`config.mk`:
```
export PLATFORM = sky130hd
export DESIGN_NAME = rng_word_packer
export DESIGN_NICKNAME = d
export VERILOG_FILES = /design/src/rtl/rng_word_packer.sv
export SDC_FILE = /design/constraint.sdc
export NUM_CORES = 1
export LEC_CHECK = 0
export CAP_MARGIN = 20
export CORE_MARGIN = 10
export CORE_UTILIZATION = 35
export CTS_CLUSTER_DIAMETER = 120
export DETAILED_ROUTE_END_ITERATION = 10
export PLACE_DENSITY = 0.6
export SYNTH_ARGS = -nofsm -noshare
export SYNTH_HDL_FRONTEND = slang
export SYNTH_SLANG_ARGS = --single-unit
```
`constraint.sdc`:
```
create_clock -name clk -period 2.9 [get_ports clk]
set_input_delay 0.435 -clock clk [delete_from_list [all_inputs] [get_ports clk]]
set_output_delay 0.435 -clock clk [all_outputs]
set_load 0.005 [all_outputs]
```
`src/rtl/rng_word_packer.sv`:
```
// rng_word_packer: packs health-tested RNG chunks LSB-first into words buffered in a FWFT FIFO
module rng_word_packer #(
  parameter int IN_WIDTH   = 8,
  parameter int OUT_WIDTH  = 32,
  parameter int FIFO_DEPTH = 4,
  parameter int REP_LIMIT  = 4
) (
  input  logic                              clk,
  input  logic                              rst,
  output logic                              rng_enable,
  input  logic [IN_WIDTH-1:0]               rng_data,
  output logic [OUT_WIDTH-1:0]              m_data,
  output logic                              m_valid,
  input  logic                              m_ready,
  output logic [$clog2(FIFO_DEPTH+1)-1:0]   fifo_level,
  output logic                              health_fail
);
  localparam int RATIO = OUT_WIDTH / IN_WIDTH;
  localparam int IW = RATIO > 1 ? $clog2(RATIO) : 1;
  localparam int AW = $clog2(FIFO_DEPTH);
  localparam int LW = $clog2(FIFO_DEPTH + 1);
  localparam int RW = $clog2(REP_LIMIT + 1);
  logic [OUT_WIDTH-1:0] mem [FIFO_DEPTH];
  logic [OUT_WIDTH-1:0] partial, word;
  logic [AW-1:0]        wr_ptr, rd_ptr;
  logic [LW-1:0]        level;
  logic [IW-1:0]        idx;
  logic [IN_WIDTH-1:0]  prev;
  logic                 have_prev;
  logic [RW-1:0]        rep_cnt, rep_next;
  logic                 sample, trip, last, push, pop;
  assign rng_enable = !health_fail && level < LW'(FIFO_DEPTH);
  assign m_valid    = !health_fail && level != '0;
  assign m_data     = m_valid ? mem[rd_ptr] : '0;
  assign fifo_level = level;
  assign sample     = rng_enable;
  assign rep_next   = (have_prev && prev == rng_data) ? rep_cnt + 1'b1 : RW'(1);
  assign trip       = sample && rep_next == RW'(REP_LIMIT);
  assign last       = idx == IW'(RATIO - 1);
  assign push       = sample && !trip && last;
  assign pop        = m_valid && m_ready;
  always_comb begin
    word = partial;
    word[idx*IN_WIDTH +: IN_WIDTH] = rng_data;
  end
  always_ff @(posedge clk)
    if (push) mem[wr_ptr] <= word;
  // a tripping chunk flushes everything; the repetition history still advances
  always_ff @(posedge clk or posedge rst)
    if (rst) begin
      health_fail <= 1'b0;
      level       <= '0;
      wr_ptr      <= '0;
      rd_ptr      <= '0;
      idx         <= '0;
      partial     <= '0;
      prev        <= '0;
      have_prev   <= 1'b0;
      rep_cnt     <= '0;
    end else begin
      if (trip) begin
        health_fail <= 1'b1;
        level       <= '0;
        wr_ptr      <= '0;
        rd_ptr      <= '0;
        idx         <= '0;
        partial     <= '0;
      end else begin
        if (sample) begin
          idx     <= last ? '0 : idx + 1'b1;
          partial <= word;
        end
        if (push) wr_ptr <= wr_ptr + 1'b1;
        if (pop) rd_ptr <= rd_ptr + 1'b1;
        if (push != pop) level <= push ? level + 1'b1 : level - 1'b1;
      end
      if (sample) begin
        prev      <= rng_data;
        have_prev <= 1'b1;
        rep_cnt   <= rep_next;
      end
    end
endmodule

```
==> results of run 1 <==
cell type report:
cell class              count  area (µm²)
flip-flops and latches    182        5196
clock inverters            15       143.9
well taps                 280       350.3
multi-input cells         306        2301
clock buffers              17       425.4
repair buffers             73       755.7
fillers                  1983       12480
inverters                  44       166.4
worst max-delay path, cell delays in order (launching register included):
cell and delay [ns]:
sky130_fd_sc_hd__dfrtp_2 0.54, sky130_fd_sc_hd__buf_12 0.22, sky130_fd_sc_hd__mux4_2 0.55, sky130_fd_sc_hd__nor2b_1 0.16, sky130_fd_sc_hd__clkdlybuf4s50_1 0.47
cells in the mapped netlist, types with 2 or more instances:
cell                       number
sky130_fd_sc_hd__ha_1          11
sky130_fd_sc_hd__nor2_1        15
sky130_fd_sc_hd__inv_1         43
sky130_fd_sc_hd__clkbuf_1      22
sky130_fd_sc_hd__nor2b_1       32
sky130_fd_sc_hd__o21ai_0       62
sky130_fd_sc_hd__nand2b_1       5
sky130_fd_sc_hd__nor4_1         3
sky130_fd_sc_hd__dfrtp_1       54
sky130_fd_sc_hd__edfxtp_1     128
sky130_fd_sc_hd__and2_1         5
sky130_fd_sc_hd__a31o_2         8
sky130_fd_sc_hd__nor3_1         5
sky130_fd_sc_hd__or2_2          3
sky130_fd_sc_hd__a21oi_1        3
sky130_fd_sc_hd__o22ai_1        2
sky130_fd_sc_hd__xnor2_1        3
sky130_fd_sc_hd__and4_1         2
sky130_fd_sc_hd__mux4_2        32
sky130_fd_sc_hd__xor2_1         8
sky130_fd_sc_hd__nand2_1       68
sky130_fd_sc_hd__nand3_1       25
sky130_fd_sc_hd__buf_2          3
through the flow:
step | instance area [µm²] | total power, mW
after global routing | 9339 | 9.647
final | 9339 | 9.067
after floorplan | 7760 | 5.515
after global placement | 8770 | 6.877
after detailed placement | 8770 | 6.993
after CTS | 9339 | 9.212
layer usage:
layer / up-vias / track usage [%]
met3: 25 / 2.686
met4: 0 / 4.466
met1: 2303 / 14.94
met2: 104 / 19.32
met5: - / 0
li1: 2143 / -
cell usage in the layout, fill, tap and decap left out, types with 2 or more instances in the layout:
cell	n
sky130_fd_sc_hd__mux4_2	32
sky130_fd_sc_hd__or2_2	3
sky130_fd_sc_hd__buf_4	18
sky130_fd_sc_hd__inv_8	2
sky130_fd_sc_hd__clkinv_4	2
sky130_fd_sc_hd__buf_12	7
sky130_fd_sc_hd__clkbuf_16	17
sky130_fd_sc_hd__edfxtp_1	128
sky130_fd_sc_hd__a31o_2	8
sky130_fd_sc_hd__clkinv_2	2
sky130_fd_sc_hd__clkdlybuf4s50_1	48
sky130_fd_sc_hd__o21ai_0	62
sky130_fd_sc_hd__inv_6	4
sky130_fd_sc_hd__nand2b_1	5
sky130_fd_sc_hd__nor3_1	5
sky130_fd_sc_hd__xor2_1	8
sky130_fd_sc_hd__o22ai_1	2
sky130_fd_sc_hd__nor2_1	15
sky130_fd_sc_hd__and4_1	2
sky130_fd_sc_hd__nor4_1	3
sky130_fd_sc_hd__nor2b_1	32
sky130_fd_sc_hd__clkinvlp_4	4
sky130_fd_sc_hd__nand2_1	68
sky130_fd_sc_hd__inv_1	41
sky130_fd_sc_hd__inv_2	2
sky130_fd_sc_hd__nand3_1	25
sky130_fd_sc_hd__dfrtp_1	53
sky130_fd_sc_hd__ha_1	11
sky130_fd_sc_hd__a21oi_1	3
sky130_fd_sc_hd__xnor2_1	3
sky130_fd_sc_hd__and2_1	5
report_power, final:
part           leakage (nW)  internal [mW]  switching (mW)
registers              1.89           3.33           0.222
clock network         0.268           1.20           0.997
logic                  1.22           1.66            1.66
flip-flops by register name, summed over array words and instances, names as in the netlist, 2 cells and up:
name and flops:
mem 128, rd_ptr 2, partial 32, wr_ptr 2
prev 8, idx 2, rep_cnt 3, fifo_level 3
kinds of logic (layout without fill, tap and decap cells):
| group | count (synthesis) | in the layout | share of synthesized area, % |
|---|---|---|---|
| mux | 33 | 33 | 9.416 |
| xor+xnor | 11 | 11 | 1.242 |
| flops | 182 | 182 | 66.95 |
| compound gates | 80 | 80 | 6.047 |
| buf+inv | 69 | 149 | 3.402 |
| simple gates | 170 | 170 | 10.92 |
| fa+ha+maj | 12 | 12 | 2.032 |
worst min-delay path by stage:
stage | startpoint | to | cells after the start
after floorplan | have_prev | have_prev | 2
after global placement | rep_cnt[1] | rep_cnt[1] | 1
after detailed placement | have_prev | have_prev | 2
after CTS | rst | rep_cnt[1] | 2
after global routing | rst | rep_cnt[1] | 2
final | rst | idx[0] | 2
==> summary.json, run 1 <==
{
  "logic_synthesis": {
    "synth-seq-cells": 182,
    "sequential_fraction_of_the_synthesis_area_pct": 66.95,
    "ys_types": 38,
    "area_contributors_post_synth": "sky130_fd_sc_hd__edfxtp_1 (50%), sky130_fd_sc_hd__dfrtp_1 (17%), sky130_fd_sc_hd__mux4_2 (9.3%), sky130_fd_sc_hd__o21ai_0 (4.0%), sky130_fd_sc_hd__nand2_1 (3.3%)",
    "asyncSetResetFlopFracSynth_pct": 29.67,
    "syn-num-nets": 580,
    "synth_ff_type": "sky130_fd_sc_hd__edfxtp_1",
    "synthesized_area_um2": 7760,
    "synth_largest_type_area_fraction_pct": 49.53,
    "synth_edf_count": 128,
    "synthesis.area_per_instance_um2": 13.93,
    "synth-warning-count": 0,
    "yosys.area.top_type": "sky130_fd_sc_hd__edfxtp_1",
    "synthCells": 557
  },
  "detailed_routing": {
    "drt_wl_total_mm": 16.41,
    "drtIter0Drc": 412,
    "routed-wl-met2_mm": 8.147,
    "dr_total_vias": 4575,
    "drc": 0,
    "route.top_layer_used": "met4",
    "drt_pre_antenna_iters": 7,
    "wire_per_inst_um": 17.90,
    "routedLengthMet1_mm": 7.205,
    "vias_per_cell": 4.989,
    "remaining_antenna_violation_count_after_routing": 0,
    "met3WireLength_um": 743
  },
  "critical_path": {
    "crit_arrival_ns": 2.36,
    "reg_to_reg_slack_setup_ns": 0.37,
    "worst_setup_path_endpoint": "m_data[9]",
    "timing.rr.end": "mem[2][21]",
    "path_class": "reg -> out",
    "worst-r2r-cell-count": 8,
    "crit_path_start": "rd_ptr[0]",
    "required_ns": 2.47,
    "critPathCaptureType": "output port",
    "worst_r2r_startpoint": "rep_cnt[0]",
    "worst-path-max-fanout": 14,
    "startpoint_type": "flip-flop"
  },
  "sta": {
    "clock.fmax_ghz": 0.3575,
    "minimum_setup_slack_in_the_final_design_ns": 0.1026,
    "max-slew-margin-rel_pct": 37.77,
    "hold_ws_ns": 0.3973,
    "rsz0062_at_grt": "no",
    "timing_hold_violations_final": 0,
    "timing.final.max_slew_violations": 0,
    "final.setup_skew_ns": 0.009154,
    "final.setup.tns_ns": 0,
    "worst_pin_slew_ns": 0.9238,
    "timing.final.crit_share_pct": 96.46,
    "setup-violations-final": 0,
    "min_period_ns": 2.797
  },
  "cells_and_area": {
    "syn_to_final_growth_pct": 20.35,
    "final_core_util_pct": 42.79,
    "antenna_cells_inserted": 0,
    "fraction_of_final_layout_cells_with_drive_strength_greater_than_1_pct": 17.27,
    "layoutNonFillerInstCount": 917,
    "layout.nets": 647
  },
  "power_and_ir_drop": {
    "irDropWorstVdd_uv": 710.0,
    "leakage_nw": 3.380,
    "power_density_nw_per_um2": 970.9
  },
  "clock_network": {
    "cts_resized": 0,
    "max-clock-path-buffers": 2,
    "cts_tree": "yes",
    "htreeDepth": 4,
    "clk_pin_slew_ns": 0.06,
    "cts.root.buffer_cell": "sky130_fd_sc_hd__clkbuf_16",
    "number_of_buffers_inserted_during_clock_tree_synthesis": 17,
    "post_cts_hold_buffer_count": 0,
    "numClockSinks": 182,
    "post_cts.repair.setup_buffers": 0,
    "worstSkewPairLatency_ns": 0.43
  },
  "floorplanning": {
    "fp.dieArea_um2": 28530,
    "fp.coreArea_um2": 21820,
    "design.portCount": 49,
    "chipHeight_um": 168.9,
    "initial_utilization_pct": 35.56,
    "die_width_um": 168.9,
    "rows": 54
  },
  "placement": {
    "globalplace.congestion": 0.8532,
    "placed_cells": 885,
    "io_buffers": 48,
    "dpl.hpwl_mm": 10.71,
    "detailedPlace.worstSlack_ns": 0.04580
  },
  "min_path": {
    "hp-class": "in -> async"
  },
  "global_route": {
    "gr-total-overflow": 0,
    "number_of_global_route_vias_before_repair": 4792,
    "grt_use_total_pct": 11.81,
    "first_pass_grt_wire_length_mm": 26.43,
    "grt_start_max_net_pins": 76,
    "grt_antenna_before_repair": 0
  },
  "flow_run": {
    "cap_viol_max_count": 0
  },
  "status": {
    "outcome": "completed"
  }
}
Power figures use the tool's default switching activity.
==> inputs of run 2 (changes only) <==
--- a/config.mk
+++ b/config.mk
@@ -6,10 +6,11 @@
 export NUM_CORES = 1
 export LEC_CHECK = 0
 export CAP_MARGIN = 20
-export CORE_MARGIN = 10
 export CORE_UTILIZATION = 35
+export CTS_BUF_LIST = sky130_fd_sc_hd__clkbuf_4 sky130_fd_sc_hd__clkbuf_8 sky130_fd_sc_hd__clkbuf_16
 export CTS_CLUSTER_DIAMETER = 120
 export DETAILED_ROUTE_END_ITERATION = 10
+export MAX_ROUTING_LAYER = met4
 export PLACE_DENSITY = 0.6
 export SYNTH_ARGS = -nofsm -noshare
 export SYNTH_HDL_FRONTEND = slang
==> run 2 against run 1 <==
  * Sequential share of layout area down 0.30 points
  * Maximum frequency increased by 1.4%
  * Utilization is 0.37 points higher
  * Worst hold slack lost 0.0094 ns
  * Total power up 1.6%
  * Sequential cell count did not move
  * Clock-buffer cell count is the same
  * Global-route usage grew 4.2 points
  * Wire length shrank 2.3%
  * Critical endpoint is now m_data[18]
==> summary.json, run 2 (synthesis results as in run 1) <==
{
  "status": {
    "outcome": {"value": "completed", "change": "unchanged"}
  },
  "cells_and_area": {
    "final_core_util": {"value": 43.16, "unit": "%", "change": "was 42.79%"},
    "syn_to_final_growth": {"value": 21.01, "unit": "%", "change": "was 20.35%"},
    "final_cell_mix": {"value": "sky130_fd_sc_hd__edfxtp_1 (128), sky130_fd_sc_hd__nand2_1 (68), sky130_fd_sc_hd__o21ai_0 (62)", "change": "unchanged"},
    "largest_register_ff_count": {"value": 128, "change": "unchanged"},
    "final_common_cell": {"value": "sky130_fd_sc_hd__edfxtp_1", "change": "unchanged"},
    "fraction_of_final_layout_cells_with_drive_strength_greater_than_1": {"value": 17.11, "unit": "%", "change": "was 17.27%"},
    "multi_input_comb_area": {"value": 2301, "unit": "µm²", "change": "unchanged"},
    "largest_registers_in_the_final_layout": {"value": "mem x128, partial x32, prev x8", "change": "unchanged"},
    "post-route-cell-area": {"value": 9390, "unit": "µm²", "change": "was 9339 µm²"},
    "layout.nets": {"value": 647, "change": "unchanged"},
    "max_flop_register": {"value": "mem", "change": "unchanged"},
    "antenna_cells_inserted": {"value": 0, "change": "unchanged"},
    "n_fill_cell": {"value": 1994, "change": "was 1983"},
    "register_area": {"value": 5196, "unit": "µm²", "change": "unchanged"}
  },
  "clock_network": {
    "cts.root.buffer_cell": {"value": "sky130_fd_sc_hd__clkbuf_16", "change": "unchanged"},
    "clk_pin_slew": {"value": 0.07, "unit": "ns", "change": "was 0.06 ns"},
    "cts_tree": {"value": "yes", "change": "unchanged"},
    "cts_resized": {"value": 0, "change": "unchanged"},
    "post_cts.repair.setup_buffers": {"value": 0, "change": "unchanged"},
    "max-clock-path-buffers": {"value": 2, "change": "unchanged"},
    "number_of_buffers_inserted_during_clock_tree_synthesis": {"value": 17, "change": "unchanged"},
    "htreeDepth": {"value": 4, "change": "unchanged"},
    "worstSkewPairLatency": {"value": 0.43, "unit": "ns", "change": "about the same"},
    "numClockSinks": {"value": 182, "change": "unchanged"},
    "post_cts_hold_buffer_count": {"value": 0, "change": "unchanged"}
  },
  "flow_run": {
    "cap_viol_max_count": {"value": 0, "change": "unchanged"}
  },
  "critical_path": {
    "critPathMaxStageDelay": {"value": 0.55, "unit": "ns", "change": "about the same"},
    "critical_path.n_buffers_inverters": {"value": 2, "change": "unchanged"},
    "worst-path-max-fanout": {"value": 14, "change": "unchanged"},
    "cp_slowest_cell": {"value": "sky130_fd_sc_hd__dfrtp_2", "change": "was sky130_fd_sc_hd__mux4_2"},
    "path_class": {"value": "reg -> out", "change": "unchanged"},
    "critPathTopFamily": {"value": "buffers and inverters", "change": "unchanged"},
    "required": {"value": 2.47, "unit": "ns", "change": "about the same"},
    "critPathCaptureType": {"value": "output port", "change": "unchanged"},
    "crit_arrival": {"value": 2.32, "unit": "ns", "change": "was 2.36 ns"},
    "startpoint_type": {"value": "flip-flop", "change": "unchanged"},
    "worst_path_cell_chain": {"value": "buf_12, mux4_2, nor2b_1, clkdlybuf4s50_1", "change": "unchanged"}
  },
  "sta": {
    "timing_hold_violations_final": {"value": 0, "change": "unchanged"},
    "timing.final.max_slew_violations": {"value": 0, "change": "unchanged"},
    "final.setup.tns": {"value": 0, "unit": "ns", "change": "unchanged"},
    "minimum_setup_slack_in_the_final_design": {"value": 0.1412, "unit": "ns", "change": "was 0.1026 ns"},
    "max-slew-margin-rel": {"value": 43.71, "unit": "%", "change": "was 37.77%"},
    "rsz0062_at_grt": {"value": "no", "change": "unchanged"},
    "timing.final.crit_share": {"value": 95.13, "unit": "%", "change": "was 96.46%"},
    "clock.fmax": {"value": 0.3625, "unit": "GHz", "change": "was 0.3575 GHz"},
    "final.setup_skew": {"value": 0.009990, "unit": "ns", "change": "was 0.009154 ns"},
    "worst_pin_slew": {"value": 0.8355, "unit": "ns", "change": "was 0.9238 ns"},
    "min_period": {"value": 2.759, "unit": "ns", "change": "was 2.797 ns"},
    "setup-violations-final": {"value": 0, "change": "unchanged"}
  },
  "global_route": {
    "number_of_global_route_vias_before_repair": {"value": 4827, "change": "was 4792"},
    "first_pass_grt_wire_length": {"value": 26.13, "unit": "mm", "change": "was 26.43 mm"},
    "gr-total-overflow": {"value": 0, "change": "unchanged"},
    "grt_antenna_before_repair": {"value": 0, "change": "unchanged"},
    "grt_use_total": {"value": 16.02, "unit": "%", "change": "was 11.81%"},
    "grt_start_max_net_pins": {"value": 76, "change": "unchanged"}
  },
  "power_and_ir_drop": {
    "irDropWorstVdd": {"value": 488.3, "unit": "µV", "change": "was 710.0 µV"},
    "power_density": {"value": 980.8, "unit": "nW/µm²", "change": "was 970.9 nW/µm²"},
    "design_power_total": {"value": 9.210, "unit": "mW", "change": "was 9.067 mW"},
    "leakage": {"value": 3.407, "unit": "nW", "change": "was 3.380 nW"}
  },
  "floorplanning": {
    "die_width": {"value": 150.9, "unit": "µm", "change": "was 168.9 µm"},
    "fp.coreArea": {"value": 21760, "unit": "µm²", "change": "was 21820 µm²"},
    "chipHeight": {"value": 150.9, "unit": "µm", "change": "was 168.9 µm"},
    "design.portCount": {"value": 49, "change": "unchanged"},
    "fp.dieArea": {"value": 22770, "unit": "µm²", "change": "was 28530 µm²"},
    "rows": {"value": 54, "change": "unchanged"},
    "initial_utilization": {"value": 35.67, "unit": "%", "change": "was 35.56%"}
  },
  "min_path": {
    "hp-class": {"value": "in -> async", "change": "unchanged"}
  },
  "placement": {
    "dpl.hpwl": {"value": 10.39, "unit": "mm", "change": "was 10.71 mm"},
    "detailedPlace.worstSlack": {"value": 0.02538, "unit": "ns", "change": "was 0.04580 ns"},
    "io_buffers": {"value": 48, "change": "unchanged"},
    "dpl_cell_area": {"value": 8795, "unit": "µm²", "change": "was 8770 µm²"},
    "globalplace.congestion": {"value": 0.8251, "change": "was 0.8532"}
  },
  "detailed_routing": {
    "vias_per_cell": {"value": 5.097, "change": "was 4.989"},
    "wire_per_inst": {"value": 17.48, "unit": "µm", "change": "was 17.90 µm"},
    "drc": {"value": 0, "change": "unchanged"},
    "drt_wl_total": {"value": 16.03, "unit": "mm", "change": "was 16.41 mm"},
    "drt_pre_antenna_iters": {"value": 4, "change": "was 7"},
    "dr_total_vias": {"value": 4674, "change": "was 4575"},
    "remaining_antenna_violation_count_after_routing": {"value": 0, "change": "unchanged"},
    "drtIter0Drc": {"value": 326, "change": "was 412"}
  }
}
run 2: cell types whose count changed in the layout (fill, tap and decap cells not counted), sizes merged:
| cell | before | now |
|---|---|---|
| bufinv | 1 | 2 |
| clkinv | 5 | 7 |
| clkinvlp | 4 | 2 |
| inv | 49 | 48 |
run 2: metrics by stage:
step / cells / hold slack [ns]
after global routing: 917 / 0.4221
after CTS: 917 / 0.3979
after detailed placement: 885 / 0.4670
final: 917 / 0.3878
after global placement: 885 / 0.4681
after floorplan: 557 / 0.4348
run 2: path summary, 6_finish.rpt:
kind                          endpoint       start  slack [ns]  cells past startpoint
setup / recovery            m_data[18]   rd_ptr[0]        0.14                      4
setup reg to reg             mem[1][3]  rep_cnt[0]        0.38                      8
hold / removal             partial[31]         rst        0.39                      2
hold reg to reg             rep_cnt[1]  rep_cnt[1]        0.49                      1
max in group asynchronous  partial[17]         rst        1.96                      3
min in group clk            rep_cnt[1]  rep_cnt[1]        0.49                      1
run 2: power by group:
group / switching, mW / internal [mW]
Sequential: 0.230 / 3.33
Clock: 1.03 / 1.29
Combinational: 1.63 / 1.70
run 2: routing by layer:
metal  up-vias  routed length [µm]  track usage (%)
li1       2152                   -                -
met1      2380                6944            19.84
met2       117                8071            26.12
met3        25                 722            3.343
met4         0                 293            5.500
met5         -                   0                -
run 2: area by class of cell:
class                   count  area share (%)
repair buffers             73           8.314
clock inverters            15           1.812
clock buffers              17           4.530
multi-input cells         306           24.50
inverters                  44           1.772
flip-flops and latches    182           55.34
well taps                 280           3.731
==> inputs of run 3 (changes only) <==
--- a/config.mk
+++ b/config.mk
@@ -6,6 +6,7 @@
 export NUM_CORES = 1
 export LEC_CHECK = 0
 export CAP_MARGIN = 20
+export CORE_ASPECT_RATIO = 1.75
 export CORE_UTILIZATION = 35
 export CTS_BUF_LIST = sky130_fd_sc_hd__clkbuf_4 sky130_fd_sc_hd__clkbuf_8 sky130_fd_sc_hd__clkbuf_16
 export CTS_CLUSTER_DIAMETER = 120
==> run 3 against run 2 <==
  * Largest power group unchanged
  * First-iteration DRC count shrank 4.9%
  * Critical path depth is the same
  * Wire length shrank 2.4%
  * Utilization grew 0.51 points
  * Total power grew 0.85%
  * Clock-buffer cell count grew 1
  * Combinational power shrank 1%
  * Non-clock buffer count is the same
  * Worst hold slack gained 0.035 ns
  * Sequential share of layout area shrank 0.22 points
  * Cell count grew 1.2%
  * Die area grew 0.10%
==> summary.json, run 3 (synthesis results as in run 1) <==
{
  "status": {
    "outcome": {"value": "completed", "change": "unchanged"}
  },
  "critical_path": {
    "critPathCaptureType": {"value": "output port", "change": "unchanged"},
    "crit_arrival": {"value": 2.34, "unit": "ns", "change": "was 2.32 ns"},
    "reg_to_reg_slack_setup": {"value": 0.33, "unit": "ns", "change": "was 0.38 ns"},
    "path_class": {"value": "reg -> out", "change": "unchanged"},
    "timing.rr.end": {"value": "mem[3][20]", "change": "was mem[1][3]"},
    "worst-r2r-cell-count": {"value": 8, "change": "unchanged"},
    "worst_r2r_startpoint": {"value": "rep_cnt[0]", "change": "unchanged"},
    "worst-path-max-fanout": {"value": 32, "change": "was 14"},
    "startpoint_type": {"value": "flip-flop", "change": "unchanged"},
    "required": {"value": 2.47, "unit": "ns", "change": "about the same"}
  },
  "cells_and_area": {
    "syn_to_final_growth": {"value": 21.49, "unit": "%", "change": "was 21.01%"},
    "layout.nets": {"value": 647, "change": "unchanged"},
    "largest_registers_in_the_final_layout": {"value": "mem x128, partial x32, prev x8", "change": "unchanged"},
    "n_fill_cell": {"value": 1895, "change": "was 1994"},
    "final_cell_mix": {"value": "sky130_fd_sc_hd__edfxtp_1 (128), sky130_fd_sc_hd__nand2_1 (68), sky130_fd_sc_hd__o21ai_0 (62)", "change": "unchanged"},
    "antenna_cells_inserted": {"value": 0, "change": "unchanged"},
    "final_common_cell": {"value": "sky130_fd_sc_hd__edfxtp_1", "change": "unchanged"},
    "largest_register_ff_count": {"value": 128, "change": "unchanged"},
    "max_flop_register": {"value": "mem", "change": "unchanged"},
    "fraction_of_final_layout_cells_with_drive_strength_greater_than_1": {"value": 17.14, "unit": "%", "change": "was 17.11%"}
  },
  "detailed_routing": {
    "vias_per_cell": {"value": 4.853, "change": "was 5.097"},
    "drc": {"value": 0, "change": "unchanged"},
    "drt_pre_antenna_iters": {"value": 4, "change": "unchanged"},
    "wire_per_inst": {"value": 16.87, "unit": "µm", "change": "was 17.48 µm"},
    "remaining_antenna_violation_count_after_routing": {"value": 0, "change": "unchanged"},
    "drt_wl_total": {"value": 15.65, "unit": "mm", "change": "was 16.03 mm"},
    "dr_total_vias": {"value": 4504, "change": "was 4674"},
    "drtIter0Drc": {"value": 310, "change": "was 326"}
  },
  "floorplanning": {
    "rows": {"value": 71, "change": "was 54"},
    "design.portCount": {"value": 49, "change": "unchanged"},
    "fp.dieArea": {"value": 22790, "unit": "µm²", "change": "was 22770 µm²"},
    "initial_utilization": {"value": 35.95, "unit": "%", "change": "was 35.67%"},
    "fp.coreArea": {"value": 21590, "unit": "µm²", "change": "was 21760 µm²"},
    "chipHeight": {"value": 199.0, "unit": "µm", "change": "was 150.9 µm"},
    "die_width": {"value": 114.6, "unit": "µm", "change": "was 150.9 µm"}
  },
  "power_and_ir_drop": {
    "power_density": {"value": 985.2, "unit": "nW/µm²", "change": "was 980.8 nW/µm²"},
    "irDropWorstVdd": {"value": 475.0, "unit": "µV", "change": "was 488.3 µV"},
    "leakage": {"value": 3.418, "unit": "nW", "change": "was 3.407 nW"}
  },
  "sta": {
    "rsz0062_at_grt": {"value": "no", "change": "unchanged"},
    "clock.fmax": {"value": 0.3599, "unit": "GHz", "change": "was 0.3625 GHz"},
    "timing_hold_violations_final": {"value": 0, "change": "unchanged"},
    "final.setup.tns": {"value": 0, "unit": "ns", "change": "unchanged"},
    "final.setup_skew": {"value": 0.01217, "unit": "ns", "change": "was 0.009990 ns"},
    "timing.final.crit_share": {"value": 95.81, "unit": "%", "change": "was 95.13%"},
    "max-slew-margin-rel": {"value": 48.71, "unit": "%", "change": "was 43.71%"},
    "worst_pin_slew": {"value": 0.7612, "unit": "ns", "change": "was 0.8355 ns"},
    "timing.final.max_slew_violations": {"value": 0, "change": "unchanged"},
    "hold_ws": {"value": 0.4226, "unit": "ns", "change": "was 0.3878 ns"},
    "min_period": {"value": 2.778, "unit": "ns", "change": "was 2.759 ns"},
    "setup-violations-final": {"value": 0, "change": "unchanged"}
  },
  "global_route": {
    "grt_antenna_before_repair": {"value": 0, "change": "unchanged"},
    "gr-total-overflow": {"value": 0, "change": "unchanged"},
    "grt_start_max_net_pins": {"value": 76, "change": "unchanged"},
    "grt_max_usage_layer": {"value": "met2", "change": "unchanged"},
    "grt_util_met3": {"value": 3.108, "unit": "%", "change": "was 3.343%"},
    "grt_use_total": {"value": 15.41, "unit": "%", "change": "was 16.02%"},
    "first_pass_grt_wire_length": {"value": 25.07, "unit": "mm", "change": "was 26.13 mm"},
    "number_of_global_route_vias_before_repair": {"value": 4638, "change": "was 4827"},
    "grt_util_met2": {"value": 27.30, "unit": "%", "change": "was 26.12%"},
    "globalRouteMet1Util": {"value": 16.98, "unit": "%", "change": "was 19.84%"}
  },
  "clock_network": {
    "max-clock-path-buffers": {"value": 2, "change": "unchanged"},
    "clk_pin_slew": {"value": 0.06, "unit": "ns", "change": "was 0.07 ns"},
    "worstSkewPairLatency": {"value": 0.43, "unit": "ns", "change": "about the same"},
    "cts_tree": {"value": "yes", "change": "unchanged"},
    "numClockSinks": {"value": 182, "change": "unchanged"},
    "number_of_buffers_inserted_during_clock_tree_synthesis": {"value": 17, "change": "unchanged"},
    "cts_resized": {"value": 0, "change": "unchanged"},
    "cts.root.buffer_cell": {"value": "sky130_fd_sc_hd__clkbuf_16", "change": "unchanged"},
    "htreeDepth": {"value": 4, "change": "unchanged"},
    "post_cts_hold_buffer_count": {"value": 0, "change": "unchanged"},
    "post_cts.repair.setup_buffers": {"value": 0, "change": "unchanged"}
  },
  "placement": {
    "globalplace.congestion": {"value": 0.8161, "change": "was 0.8251"},
    "dpl.hpwl": {"value": 10.45, "unit": "mm", "change": "was 10.39 mm"},
    "io_buffers": {"value": 48, "change": "unchanged"}
  },
  "min_path": {
    "hp-class": {"value": "in -> async", "change": "unchanged"}
  },
  "flow_run": {
    "cap_viol_max_count": {"value": 0, "change": "unchanged"}
  }
}
## run 3: cell type report
| class | instances | area (µm²) | area share (%) |
|---|---|---|---|
| flip-flops and latches | 182 | 5196 | 55.12 |
| multi-input cells | 306 | 2301 | 24.41 |
| repair buffers | 73 | 755.7 | 8.016 |
| clock buffers | 18 | 439.2 | 4.658 |
| well taps | 292 | 365.4 | 3.875 |
| clock inverters | 13 | 203.9 | 2.163 |
| inverters | 44 | 166.4 | 1.765 |
## run 3: critical path: stages, from the launching register on
cell	delay [ns]
sky130_fd_sc_hd__dfrtp_2	0.41
sky130_fd_sc_hd__buf_12	0.27
sky130_fd_sc_hd__mux4_2	0.59
sky130_fd_sc_hd__nor2b_1	0.16
sky130_fd_sc_hd__clkdlybuf4s50_1	0.46
## run 3: worst max-delay path by stage
| stage | from | end | cells past startpoint |
|---|---|---|---|
| 2_1_floorplan | rep_cnt[0] | mem[0][0] | 6 |
| 3_3_place_gp | rng_data[6] | mem[3][30] | 8 |
| 3_5_place_dp | rng_data[7] | fifo_level[2] | 10 |
| 4_1_cts | rd_ptr[0] | m_data[24] | 4 |
| 5_1_grt | rd_ptr[0] | m_data[24] | 4 |
| 6_report | rd_ptr[0] | m_data[24] | 4 |
## run 3: metrics by stage
stage,std cells,instance area (µm²),total power [mW],utilization (%),setup WS [ns]
3_3_place_gp,897,8785,6.843,40.69,0.09915
2_1_floorplan,557,7760,5.515,-,0.2838
5_1_grt,928,9428,9.805,43.67,0.03030
6_report,928,9428,9.289,43.67,0.1216
4_1_cts,928,9428,9.431,43.67,0.06978
3_5_place_dp,897,8785,6.937,40.69,0.05252
## run 3: routing by layer
layer / wire length [µm] / up-vias / share of wire [%]
met5: 0 / - / 0
met3: 640 / 15 / 4.1
met2: 8753 / 104 / 56
met1: 6007 / 2256 / 38
li1: - / 2129 / -
met4: 252 / 0 / 1.6
## run 3: power breakdown
| part | total, mW | leakage [nW] | switching, mW | internal (mW) |
|---|---|---|---|---|
| combinational | 3.29 | 1.22 | 1.63 | 1.66 |
| sequential | 3.53 | 1.89 | 0.196 | 3.33 |
| clock | 2.48 | 0.306 | 0.932 | 1.54 |
